$ cat src/rtl/vga_rx_monitor.sv
// Receive-side VGA stream monitor: recovers line/frame position from the syncs,
// checks timing, tracks lock, captures one pixel and sums RGB over each frame.
module vga_rx_monitor #(
  parameter int DATA_W   = 24,
  parameter int H_ACTIVE = 640,
  parameter int H_TOTAL  = 800,
  parameter int V_ACTIVE = 480,
  parameter int V_TOTAL  = 525
) (
  input  logic              HCLK,
  input  logic              HRESET,
  input  logic              pix_en,
  input  logic              vga_hs,
  input  logic              vga_vs,
  input  logic              vga_blank_n,
  input  logic [DATA_W-1:0] vga_rgb,
  input  logic [9:0]        sample_x,
  input  logic [8:0]        sample_y,
  output logic [DATA_W-1:0] sample_rgb,
  output logic              sample_valid,
  output logic              frame_done,
  output logic [DATA_W-1:0] frame_sum,
  output logic [15:0]       frame_count,
  output logic              locked,
  output logic              err_h,
  output logic              err_v,
  input  logic              err_clr
);

  typedef enum logic [1:0] {SEARCH, MEASURE, GOOD1, LOCKED} state_t;

  state_t            state_q, state_d;
  logic              hs_p0, vs_p0;
  logic [9:0]        pcnt, acnt, lcnt, alcnt;
  logic              line_seen, frame_started, frame_bad;
  logic [DATA_W-1:0] run_sum;
  logic [9:0]        sx_q;
  logic [8:0]        sy_q;

  logic              hs_fall, vs_fall, frame_end;
  logic              err_h_evt, err_v_evt, cap_hit;
  logic [9:0]        lcnt_end, alcnt_end;

  function automatic logic [9:0] sat_inc(input logic [9:0] v);
    return (v == 10'h3FF) ? v : v + 10'd1;
  endfunction

  // Edge detection and the line-end / frame-end decisions for this pixel.
  // lcnt_end/alcnt_end fold in a coincident line end so the frame check sees it.
  always_comb begin
    hs_fall   = pix_en & hs_p0 & ~vga_hs;
    vs_fall   = pix_en & vs_p0 & ~vga_vs;
    frame_end = vs_fall & frame_started;
    lcnt_end  = hs_fall ? sat_inc(lcnt) : lcnt;
    alcnt_end = (hs_fall && acnt != 10'd0) ? sat_inc(alcnt) : alcnt;
    err_h_evt = hs_fall & line_seen &
                ((({1'b0, pcnt} + 11'd1) != 11'(H_TOTAL)) |
                 ((acnt != 10'd0) & (acnt != 10'(H_ACTIVE))));
    err_v_evt = frame_end & ((lcnt_end != 10'(V_TOTAL)) | (alcnt_end != 10'(V_ACTIVE)));
    cap_hit   = pix_en & vga_blank_n & frame_started &
                (acnt == sx_q) & (alcnt == {1'b0, sy_q});
  end

  // Stage p0: stream position counters and running checksum.
  always_ff @(posedge HCLK or posedge HRESET) begin
    if (HRESET) begin
      hs_p0         <= 1'b0;
      vs_p0         <= 1'b0;
      pcnt          <= '0;
      acnt          <= '0;
      lcnt          <= '0;
      alcnt         <= '0;
      line_seen     <= 1'b0;
      frame_started <= 1'b0;
      frame_bad     <= 1'b0;
      run_sum       <= '0;
      sx_q          <= '0;
      sy_q          <= '0;
    end else if (pix_en) begin
      hs_p0 <= vga_hs;
      vs_p0 <= vga_vs;
      if (hs_fall) begin
        pcnt      <= '0;
        acnt      <= {9'd0, vga_blank_n};
        line_seen <= 1'b1;
        lcnt      <= lcnt_end;
        alcnt     <= alcnt_end;
      end else begin
        pcnt <= sat_inc(pcnt);
        if (vga_blank_n) acnt <= sat_inc(acnt);
      end
      if (vs_fall) begin
        // A coincident HS fall opens the first line of the new frame.
        lcnt          <= '0;
        alcnt         <= '0;
        line_seen     <= hs_fall;
        run_sum       <= vga_blank_n ? vga_rgb : '0;
        sx_q          <= sample_x;
        sy_q          <= sample_y;
        frame_started <= 1'b1;
        frame_bad     <= 1'b0;
      end else begin
        if (vga_blank_n) run_sum <= run_sum + vga_rgb;
        if (err_h_evt) frame_bad <= 1'b1;
      end
    end
  end

  // Stage p1: registered results, pulses and sticky flags.
  always_ff @(posedge HCLK or posedge HRESET) begin
    if (HRESET) begin
      frame_done   <= 1'b0;
      frame_sum    <= '0;
      frame_count  <= '0;
      sample_valid <= 1'b0;
      sample_rgb   <= '0;
      err_h        <= 1'b0;
      err_v        <= 1'b0;
    end else begin
      frame_done   <= frame_end;
      sample_valid <= cap_hit;
      if (frame_end) begin
        frame_sum   <= run_sum;
        frame_count <= frame_count + 16'd1;
      end
      if (cap_hit) sample_rgb <= vga_rgb;
      if (err_h_evt)    err_h <= 1'b1;
      else if (err_clr) err_h <= 1'b0;
      if (err_v_evt)    err_v <= 1'b1;
      else if (err_clr) err_v <= 1'b0;
    end
  end

  always_ff @(posedge HCLK or posedge HRESET) begin
    if (HRESET) state_q <= SEARCH;
    else        state_q <= state_d;
  end

  // A frame only advances lock if no line error was seen anywhere inside it.
  always_comb begin
    state_d = state_q;
    if (err_h_evt || err_v_evt) begin
      state_d = MEASURE;
    end else if (vs_fall) begin
      case (state_q)
        SEARCH:  state_d = MEASURE;
        MEASURE: if (frame_started && !frame_bad) state_d = GOOD1;
        GOOD1:   if (!frame_bad) state_d = LOCKED;
        default: state_d = state_q;
      endcase
    end
  end

  assign locked = (state_q == LOCKED);

endmodule

$ cat config.mk
export PLATFORM = sky130hd
export DESIGN_NAME = vga_rx_monitor
export DESIGN_NICKNAME = d
export VERILOG_FILES = /design/src/rtl/vga_rx_monitor.sv
export SDC_FILE = /design/constraint.sdc
export NUM_CORES = 1
export LEC_CHECK = 0
export CORE_ASPECT_RATIO = 1.75
export CORE_MARGIN = 2
export CORE_UTILIZATION = 50
export CTS_CLUSTER_DIAMETER = 120
export CTS_CLUSTER_SIZE = 25
export DETAILED_ROUTE_END_ITERATION = 12
export PLACE_DENSITY_LB_ADDON = 0.3
export SLEW_MARGIN = 20
export SYNTH_ARGS = -nofsm -noshare
export SYNTH_HDL_FRONTEND = slang
export SYNTH_SLANG_ARGS = --single-unit
$ cat constraint.sdc
create_clock -name HCLK -period 4.3 [get_ports HCLK]
set_input_delay 0.43 -clock HCLK [delete_from_list [all_inputs] [get_ports HCLK]]
set_output_delay 0.43 -clock HCLK [all_outputs]
set_load 0.02 [all_outputs]
**Yosys cells after proc, flatten, opt, wreduce, memory -nomap -nowiden**

Index checks and enable logic that the tools add are counted.

- Output and inout port bits: 69
- Bits in registers: 158
- Input port bits: 50
- Word-level logic and storage cells: 110

- Bitwise logic cells: 17
- Muxes and demuxes: 28
- Add/subtract/negate cells: 7
- Eq/ne operators: 17
- Reductions and logical operators: 21

Operator list:

| cell | number |
|---|---|
| 10-bit 2-to-1 mux | 13 |
| 24-bit 2-to-1 mux | 3 |
| 10-bit by 1-bit adder with 10-bit output, second input constant | 4 |
| 10-bit == test, second input constant | 4 |
| 24-bit adder | 1 |
| 10-bit != test, second input constant | 2 |
| 16-bit by 1-bit adder with 16-bit output, second input constant | 1 |
| 2-bit nonzero test | 7 |
| 1-bit bitwise AND | 13 |
| 10-bit by 1-bit adder with 11-bit output, second input constant | 1 |
| 11-bit by 10-bit != test with 1-bit output, second input constant | 1 |
| 10-bit == test | 1 |
| 10-bit by 9-bit == test with 1-bit output | 1 |
| 10-bit by 9-bit != test with 1-bit output, second input constant | 1 |
| 2-bit AND reduction | 5 |
| 10-bit nonzero test | 1 |
| 2-bit 2-to-1 mux | 4 |
| 1-bit 2-to-1 mux | 7 |
| 3-bit != test, second input constant | 2 |
| 2-bit one-hot mux with 3 select lines | 1 |
| 2-bit == test, second input constant | 2 |
| 2-bit != test, second input constant | 2 |
| 4-bit AND reduction | 1 |
| 4-bit nonzero test | 1 |
| 8 further kinds | 11 |

**Longest topological paths before layout**

Gate-level depths: netlist (run 1).

- Word-level depth: 10
- Gate-level depth with buffers: 13
- Gate-level depth less buffers: 13

**Worst setup path after synthesis (run 1)**

No wires, ideal clock.

- Path type: input -> register
- Start point: input port vga_rgb[0]
- End point: register run_sum[22]
- Arrival time: 2.611 ns
- Path buffers: 0
- Path slack: 1.567 ns
- Cell stages on the path: 13
- Setup time: 0.122 ns
- Required time: 4.178 ns
- Path through: ha_1 > inv_1 > fa_1 > nor2b_1 > o31a_1 > o41ai_2 > o21ai_0 > a221o_1 > a41oi_1 > nor2_1 > a31oi_1 > mux2i_1 > nand2_1

- Longest elaborated chain between the ends: 3

Ends and longest elaborated chain:

| what | line | RTL |
|---|---|---|
| start, declared | 16 | `input logic [DATA_W-1:0] vga_rgb,` |
| 24-bit adder | 103 | `if (vga_blank_n) run_sum <= run_sum + vga_rgb;` |
| 24-bit 2-to-1 mux | 103 |  |
| 24-bit 2-to-1 mux | 92 | `if (vs_fall) begin` |
| end signal, assigned | 97 | `run_sum <= vga_blank_n ? vga_rgb : '0;` |
| end signal, assigned | 103 |  |
| end, declared | 36 | `logic [DATA_W-1:0] run_sum;` |

No other way between the ends. The select of a mux whose other input is x is not followed.
A chain may end at the register's enable or synchronous reset.

**Worst setup path after layout (run 1)**

- Start point: register acnt[0]
- End point: register state_q[0]

- Longest elaborated chain between the ends: 9
- Elaborated cells between the ends (all ways): 17
- Classes of those cells: eq/ne: 4; mux: 2; bitwise: 5; reduce/logical: 6

Ends and longest elaborated chain:

| what | line | RTL |
|---|---|---|
| start, declared | 34 | `logic [9:0] pcnt, acnt, lcnt, alcnt;` |
| start signal, assigned | 84 | `acnt <= {9'd0, vga_blank_n};` |
| start signal, assigned | 90 | `if (vga_blank_n) acnt <= sat_inc(acnt);` |
| 10-bit nonzero test | 55, 58 |  |
| 1-bit logical AND | 55 | `alcnt_end = (hs_fall && acnt != 10'd0) ? sat_inc(alcnt) : alcnt;` |
| 10-bit 2-to-1 mux | 55 |  |
| 10-bit by 9-bit != test with 1-bit output | 59 | `err_v_evt = frame_end & ((lcnt_end != 10'(V_TOTAL)) \| (alcnt_end != 10'(V_ACTIVE)));` |
| 1-bit bitwise OR | 59 |  |
| 1-bit bitwise AND | 59 |  |
| 1-bit logical OR * | 142 | `if (err_h_evt \|\| err_v_evt) begin` |
| 3-bit != test (no line) (tied with other cells) | - |  |
| 4-bit AND reduction (no line) | - |  |
| end signal, assigned | 136 | `else state_q <= state_d;` |
| end, declared | 32 | `state_t state_q, state_d;` |

Every way passes the cells marked *; elsewhere a longest branch is shown, timed or not.

==> results_dict.tcl, run 1 <==
set metrics [dict create \
    clkLatencyLatePin_ns 0.43 \
    yosysSeqAreaShare 0.4619 \
    synth_area_um2 8561 \
    cts_buffers 17 \
    leakage_nw 4.844 \
    coreArea_um2 16870 \
    p_clk_frac 0.266 \
    min_path_type "flip-flop to flip-flop" \
    grt_pass1_vias 6878 \
    crit_path_cell_trace "inv_1 > ha_1 > nor4b_1 > nand2_1 > o31a_1 > nor2b_1 > buf_4 > and4_1 > mux2i_1 > nand4b_1 > o31ai_1 > nand2b_1 > nand2b_1" \
    vdd_drop_max_v 0.0002883 \
    rows 63 \
    drcViolationCount 0 \
    power.switching_mw 1.971 \
    synth_edf_count 0 \
    drv_cap 0 \
    cts_tree "done" \
    port_buffers 118 \
    rsz0062_at_grt "false" \
    worst_pin_slew_ns 0.9821 \
    hold_viol_final 0 \
    drt_wl_total_um 20040 \
    gp_congestion 0.8406 \
    cts_sinks 158 \
    place_ws_ns 0.6182 \
    worstPathRequired_ns 4.61 \
    clk_pin_slew_ns 0.06 \
    yosysMostFrequentCell "nand2_1" \
    worst-path-max-fanout 11 \
    start_util 0.5075 \
    placed_area_um2 9946 \
    slew_headroom 0.3453 \
    yosys_most_used_dff "dfrtp_1" \
    crit_top_cell "nand2b_1" \
    r2r_setup_slack_ns 0.90 \
    synth_common_cells "186 x nand2_1, 158 x dfrtp_1, 71 x nor2_1, 51 x a21oi_1, 42 x xnor2_1" \
    cts_resized 0 \
    io_pins 119 \
    max_stage_delay_ns 0.54 \
    critical_path_buf_inv_count 2 \
    viasPerCell 5.485 \
    synth_top_cell_area_share 0.4619 \
    grt-ovfl-total 0 \
    dp_hpwl_um 14420 \
    async_flop_share 1.000 \
    final.setup.tns_ns 0 \
    internal-power_mw 3.593 \
    crit_family "simple AND/OR/NAND/NOR gates" \
    ant_nets 0 \
    post-route-util 0.6234 \
    area_growth_pct 22.84 \
    clockRootBuffer "clkbuf_16" \
    wl_per_cell_um 15.82 \
    nets 1112 \
    synth-seq-cells 158 \
    period_share 0.7911 \
    switching_share 0.3543 \
    syn_area_per_cell_um2 9.235 \
    critPathArrivalTime_ns 3.71 \
    drv_slew 0 \
    n_antenna_cell 0 \
    status "finished, final reports clean" \
    grt_antenna_before_repair 0 \
    clk_path_buf_depth 2 \
    share_comb_of_total_power 0.353 \
    fmax_mhz 294.0 \
    crit_path_top_delay_cell "o31ai_1" \
    post_cts_buffers 0 \
    hold_buffers 0 \
    min_period_ns 3.402 \
    cts-htree-levels 4 \
    yosysWarnings 0 \
    skew_ns 0.01614 \
    drt-initial-drc-count 310 \
    setup_ws_ns 0.8981 \
    cp-end-kind "flip-flop" \
    setup_viol 0 \
    p_seq_frac 0.381 \
    synthTopCellsByArea "dfrtp_1 46%, nand2_1 8.2%, ha_1 4.8%, xnor2_1 4.3%, xor2_1 3.5%" \
    stdcell_area_um2 10520 \
    drive_above_1_share 0.07788 \
    die_area_um2 18220 \
    grt_pass1_wl_um 33100 \
    p_total_mw 5.565 \
    dp_cells 1236 \
    dr_total_vias 6950 \
    syn_nets 1011 \
    die_h_um 177.1 \
    synthDistinctLibCells 65 \
    holdWs_ns 0.4774 \
    gr-usage-all-layers 0.2313 \
    startpoint_type "flip-flop" \
    grt_max_degree 81 \
    power.density_nw_per_um2 529.1 \
    syn_inst 927 \
    first_pass_iters 4 \
    die_w_um 102.9 \
    layoutNonFillerInstCount 1267 \
    synth_area_leader_cell "dfrtp_1" \
    worstSetupPathType "flip-flop to flip-flop" \
]
-- layer usage --
layer | GRT usage | up-vias | part of all wire | routed length, um
met5 | 0 | - | 0 | 0
met4 | 0.08553 | 0 | 0.024 | 473
met3 | 0.03673 | 31 | 0.034 | 681
met2 | 0.4302 | 154 | 0.56 | 11190
met1 | 0.2574 | 3368 | 0.38 | 7690
li1 | - | 3397 | - | -
-- cells by family after synthesis --
logic type / after synthesis / share of synthesized area
and+or+nand+nor: 397 / 0.2159
DFF: 158 / 0.4619
AOI/OAI and AO/OA: 154 / 0.1109
xor gates and xnor gates: 76 / 0.07776
buffers and inverters: 68 / 0.03245
muxes: 40 / 0.05057
adders and majority gates: 34 / 0.05057
-- registers in the layout, summed over array words and instances, names as in the netlist, 10 cells and up --
name and count:
sx_q 10, run_sum 24, sample_rgb 24, frame_count 16, frame_sum 24, acnt 10, pcnt 10, lcnt 10
alcnt 10
-- cells in the final DEF (no fill, tap or decap), types with 4 or more instances in the layout --
cell type / Yosys / routed
nor4_1: 6 / 6
clkbuf_16: 0 / 17
buf_4: 1 / 9
a31oi_1: 9 / 9
and3_1: 10 / 10
ha_1: 33 / 33
clkdlybuf4s50_1: 0 / 118
mux2_2: 26 / 26
nor2b_1: 6 / 6
a21oi_1: 51 / 51
or3_1: 5 / 5
nand2b_1: 8 / 8
nand4_1: 18 / 18
o22ai_1: 5 / 5
inv_1: 21 / 20
a21o_1: 14 / 14
dfrtp_1: 158 / 158
nor2_1: 71 / 70
o21a_1: 5 / 5
clkinv_2: 0 / 4
nand2_1: 186 / 186
a211oi_1: 4 / 4
nand3_1: 37 / 37
o21ai_0: 39 / 39
xnor2_1: 42 / 42
xor2_1: 34 / 34
mux2i_1: 14 / 14
or2_2: 6 / 6
and2_1: 5 / 5
nor3_1: 13 / 13
-- worst paths after layout --
| check | from | endpoint | cells after the start |
|---|---|---|---|
| worst max register to register | acnt[0]$_DFFE_PP0P_ | state_q[0]$_DFFE_PP0P_ | 13 |
| min in group asynchronous | HRESET | sample_rgb[3]$_DFFE_PP0P_ | 2 |
| worst max-delay path | acnt[0]$_DFFE_PP0P_ | state_q[0]$_DFFE_PP0P_ | 13 |
| worst min-delay path | frame_count[15]$_DFFE_PP0P_ | frame_count[15]$_DFFE_PP0P_ | 1 |
| max in group asynchronous | HRESET | sample_rgb[21]$_DFFE_PP0P_ | 3 |
| worst min register to register | frame_count[15]$_DFFE_PP0P_ | frame_count[15]$_DFFE_PP0P_ | 1 |
-- layout make-up --
| class | instances | area, um2 |
|---|---|---|
| fillers | 1503 | 6352 |
| clock buffers | 18 | 429.2 |
| flip-flops and latches | 158 | 3954 |
| multi-input cells | 701 | 4337 |
| inverters | 21 | 82.58 |
| clock inverters | 13 | 141.4 |
| repair buffers | 129 | 1289 |
| well taps | 227 | 284.0 |
-- power by group through the flow --
| stage | registers, mW | clock network (mW) | logic, mW |
|---|---|---|---|
| finish | 2.12 | 1.48 | 1.96 |
| global route | 2.17 | 1.56 | 2.19 |
| CTS | 2.12 | 1.50 | 1.98 |
| detailed placement | 2.15 | 0 | 1.96 |
| global placement | 2.13 | 0 | 1.93 |
| floorplan | 2.21 | 0 | 1.25 |
Power figures use the tool's default switching activity.
==> run 2: changes to the inputs <==
- CORE_UTILIZATION: 50 -> 55
- clock period: 4.3 -> 3.3 ns (I/O delays scaled with it)
==> run 2 against run 1 <==
Via count is 2.9% higher. Wire length is 1.3% higher. Register-to-register slack lost 0.68 ns. Largest power group unchanged. Sequential share of layout area is 0.20 points lower. Largest cell class unchanged.
==> results_dict.tcl, run 2 (synthesized netlist as in run 1, its figures left out) <==
set metrics [dict create \
    grt-busiest-layer "met2" \
    io_pins 119 \
    status "finished, final reports clean" \
    cts_sinks 158 \
    grt_pass1_wl_um 33670 \
    viasPerCell 5.755 \
    cts_resized 0 \
    clockRootBuffer "clkbuf_16" \
    dp_cells 1211 \
    placed_area_um2 10010 \
    slew_headroom 0.4045 \
    nets 1128 \
    power.density_nw_per_um2 687.5 \
    rows 60 \
    vdd_drop_max_v 0.0003767 \
    grt-ovfl-total 0 \
    drive_above_1_share 0.09366 \
    use_met2 0.4567 \
    min_period_ns 3.091 \
    cts_buffers 17 \
    drcViolationCount 0 \
    dr_total_vias 7154 \
    cts_tree "done" \
    fillCellCount 1209 \
    clk_path_buf_depth 2 \
    cp-end-kind "flip-flop" \
    fmax_mhz 323.5 \
    drt-initial-drc-count 393 \
    layoutNonFillerInstCount 1243 \
    die_w_um 98.31 \
    holdWs_ns 0.4313 \
    r2r_setup_slack_ns 0.22 \
    dp_hpwl_um 14230 \
    startpoint_type "input port" \
    hold_viol_final 0 \
    post_cts_buffers 0 \
    grt_max_degree 159 \
    post-route-util 0.6904 \
    p_total_mw 7.270 \
    rsz0062_at_grt "false" \
    met3_usage 0.03964 \
    leakage_nw 4.903 \
    worst-path-max-fanout 3 \
    layout_common_cells "186 x nand2_1, 158 x dfrtp_1, 118 x clkdlybuf4s50_1" \
    area_growth_pct 23.52 \
    drv_slew 0 \
    period_share 0.9368 \
    reg_top3 "frame_sum: 24 flops, run_sum: 24 flops, sample_rgb: 24 flops" \
    wl_per_cell_um 16.33 \
    final.setup.tns_ns 0 \
    grt_antenna_before_repair 0 \
    gp_congestion 0.8639 \
    layout_commonest_cell "nand2_1" \
    grt_pass1_vias 7169 \
    min_path_type "input port to flip-flop" \
    port_buffers 118 \
    gr-usage-all-layers 0.2501 \
    worstPathRequired_ns 3.63 \
    start_util 0.5590 \
    critPathArrivalTime_ns 3.42 \
    die_area_um2 16620 \
    coreArea_um2 15310 \
    drt_wl_total_um 20290 \
    skew_ns 0.01621 \
    hold_buffers 0 \
    clkLatencyLatePin_ns 0.43 \
    n_antenna_cell 0 \
    worstSetupPathType "input port to flip-flop" \
    stdcell_area_um2 10570 \
    setup_viol 0 \
    clk_pin_slew_ns 0.07 \
    ant_nets 0 \
    first_pass_iters 5 \
    cts-htree-levels 4 \
    setup_ws_ns 0.2085 \
    drv_cap 0 \
    met1_usage 0.2773 \
    worst_pin_slew_ns 0.8932 \
    die_h_um 169.0 \
    place_ws_ns -0.1816 \
]
run 2: cell count changes in the layout (fill, tap and decap cells not counted), sizes merged:
cell	before	now
clkbuf	18	19
clkinv	6	3
clkinvlp	3	6
buf	11	27
bufinv	2	0
inv	23	25
run 2: critical path: stages:
cell and delay, ns:
clkdlybuf4s50_1 0.47, ha_1 0.24, inv_1 0.07, fa_1 0.18, nor2b_1 0.07, o31a_1 0.29
o41ai_2 0.29, o21ai_0 0.22, a221o_1 0.41, a21o_1 0.21, a21oi_1 0.21, xnor2_1 0.15
mux2i_1 0.09, o21ai_0 0.21
run 2: area by class of cell:
| type | count | area, um2 | share of cell area |
|---|---|---|---|
| clock buffers | 19 | 452.9 | 0.04284 |
| clock inverters | 13 | 106.4 | 0.01006 |
| inverters | 21 | 82.58 | 0.007810 |
| multi-input cells | 701 | 4337 | 0.4101 |
| flip-flops and latches | 158 | 3954 | 0.3739 |
| well taps | 186 | 232.7 | 0.02201 |
| repair buffers | 145 | 1409 | 0.1332 |
run 2: layer usage:
layer,routed length (um),part of all wire,up-vias
met1,7681,0.38,3459
met3,757,0.037,54
met4,801,0.039,0
li1,-,-,3439
met2,11050,0.54,202
met5,0,0,-
run 2: path summary, 6_finish.rpt:
check | start | to | cells past startpoint
worst min-delay path | sample_y[0] | sy_q[0]$_DFFE_PP0P_ | 3
worst max-delay path | vga_rgb[0] | run_sum[16]$_DFFE_PP0P_ | 14
worst max register to register | run_sum[0]$_DFFE_PP0P_ | run_sum[16]$_DFFE_PP0P_ | 13
max in group asynchronous | HRESET | frame_sum[11]$_DFFE_PP0P_ | 3
worst min register to register | frame_count[15]$_DFFE_PP0P_ | frame_count[15]$_DFFE_PP0P_ | 1
min in group asynchronous | HRESET | alcnt[2]$_DFFE_PP0P_ | 3
run 2: power by group:
part / switching (mW) / internal [mW] / total [mW] / leakage [nW]
Combinational: 1.40 / 1.25 / 2.65 / 2.58
Sequential: 0.393 / 2.36 / 2.76 / 2.06
Clock: 0.846 / 1.02 / 1.86 / 0.261
==> run 3: changes to the inputs <==
- TNS_END_PERCENT: default -> 30
==> results of run 3 <==
No change in the layout: final DEF, timing and power equal those of run 2.
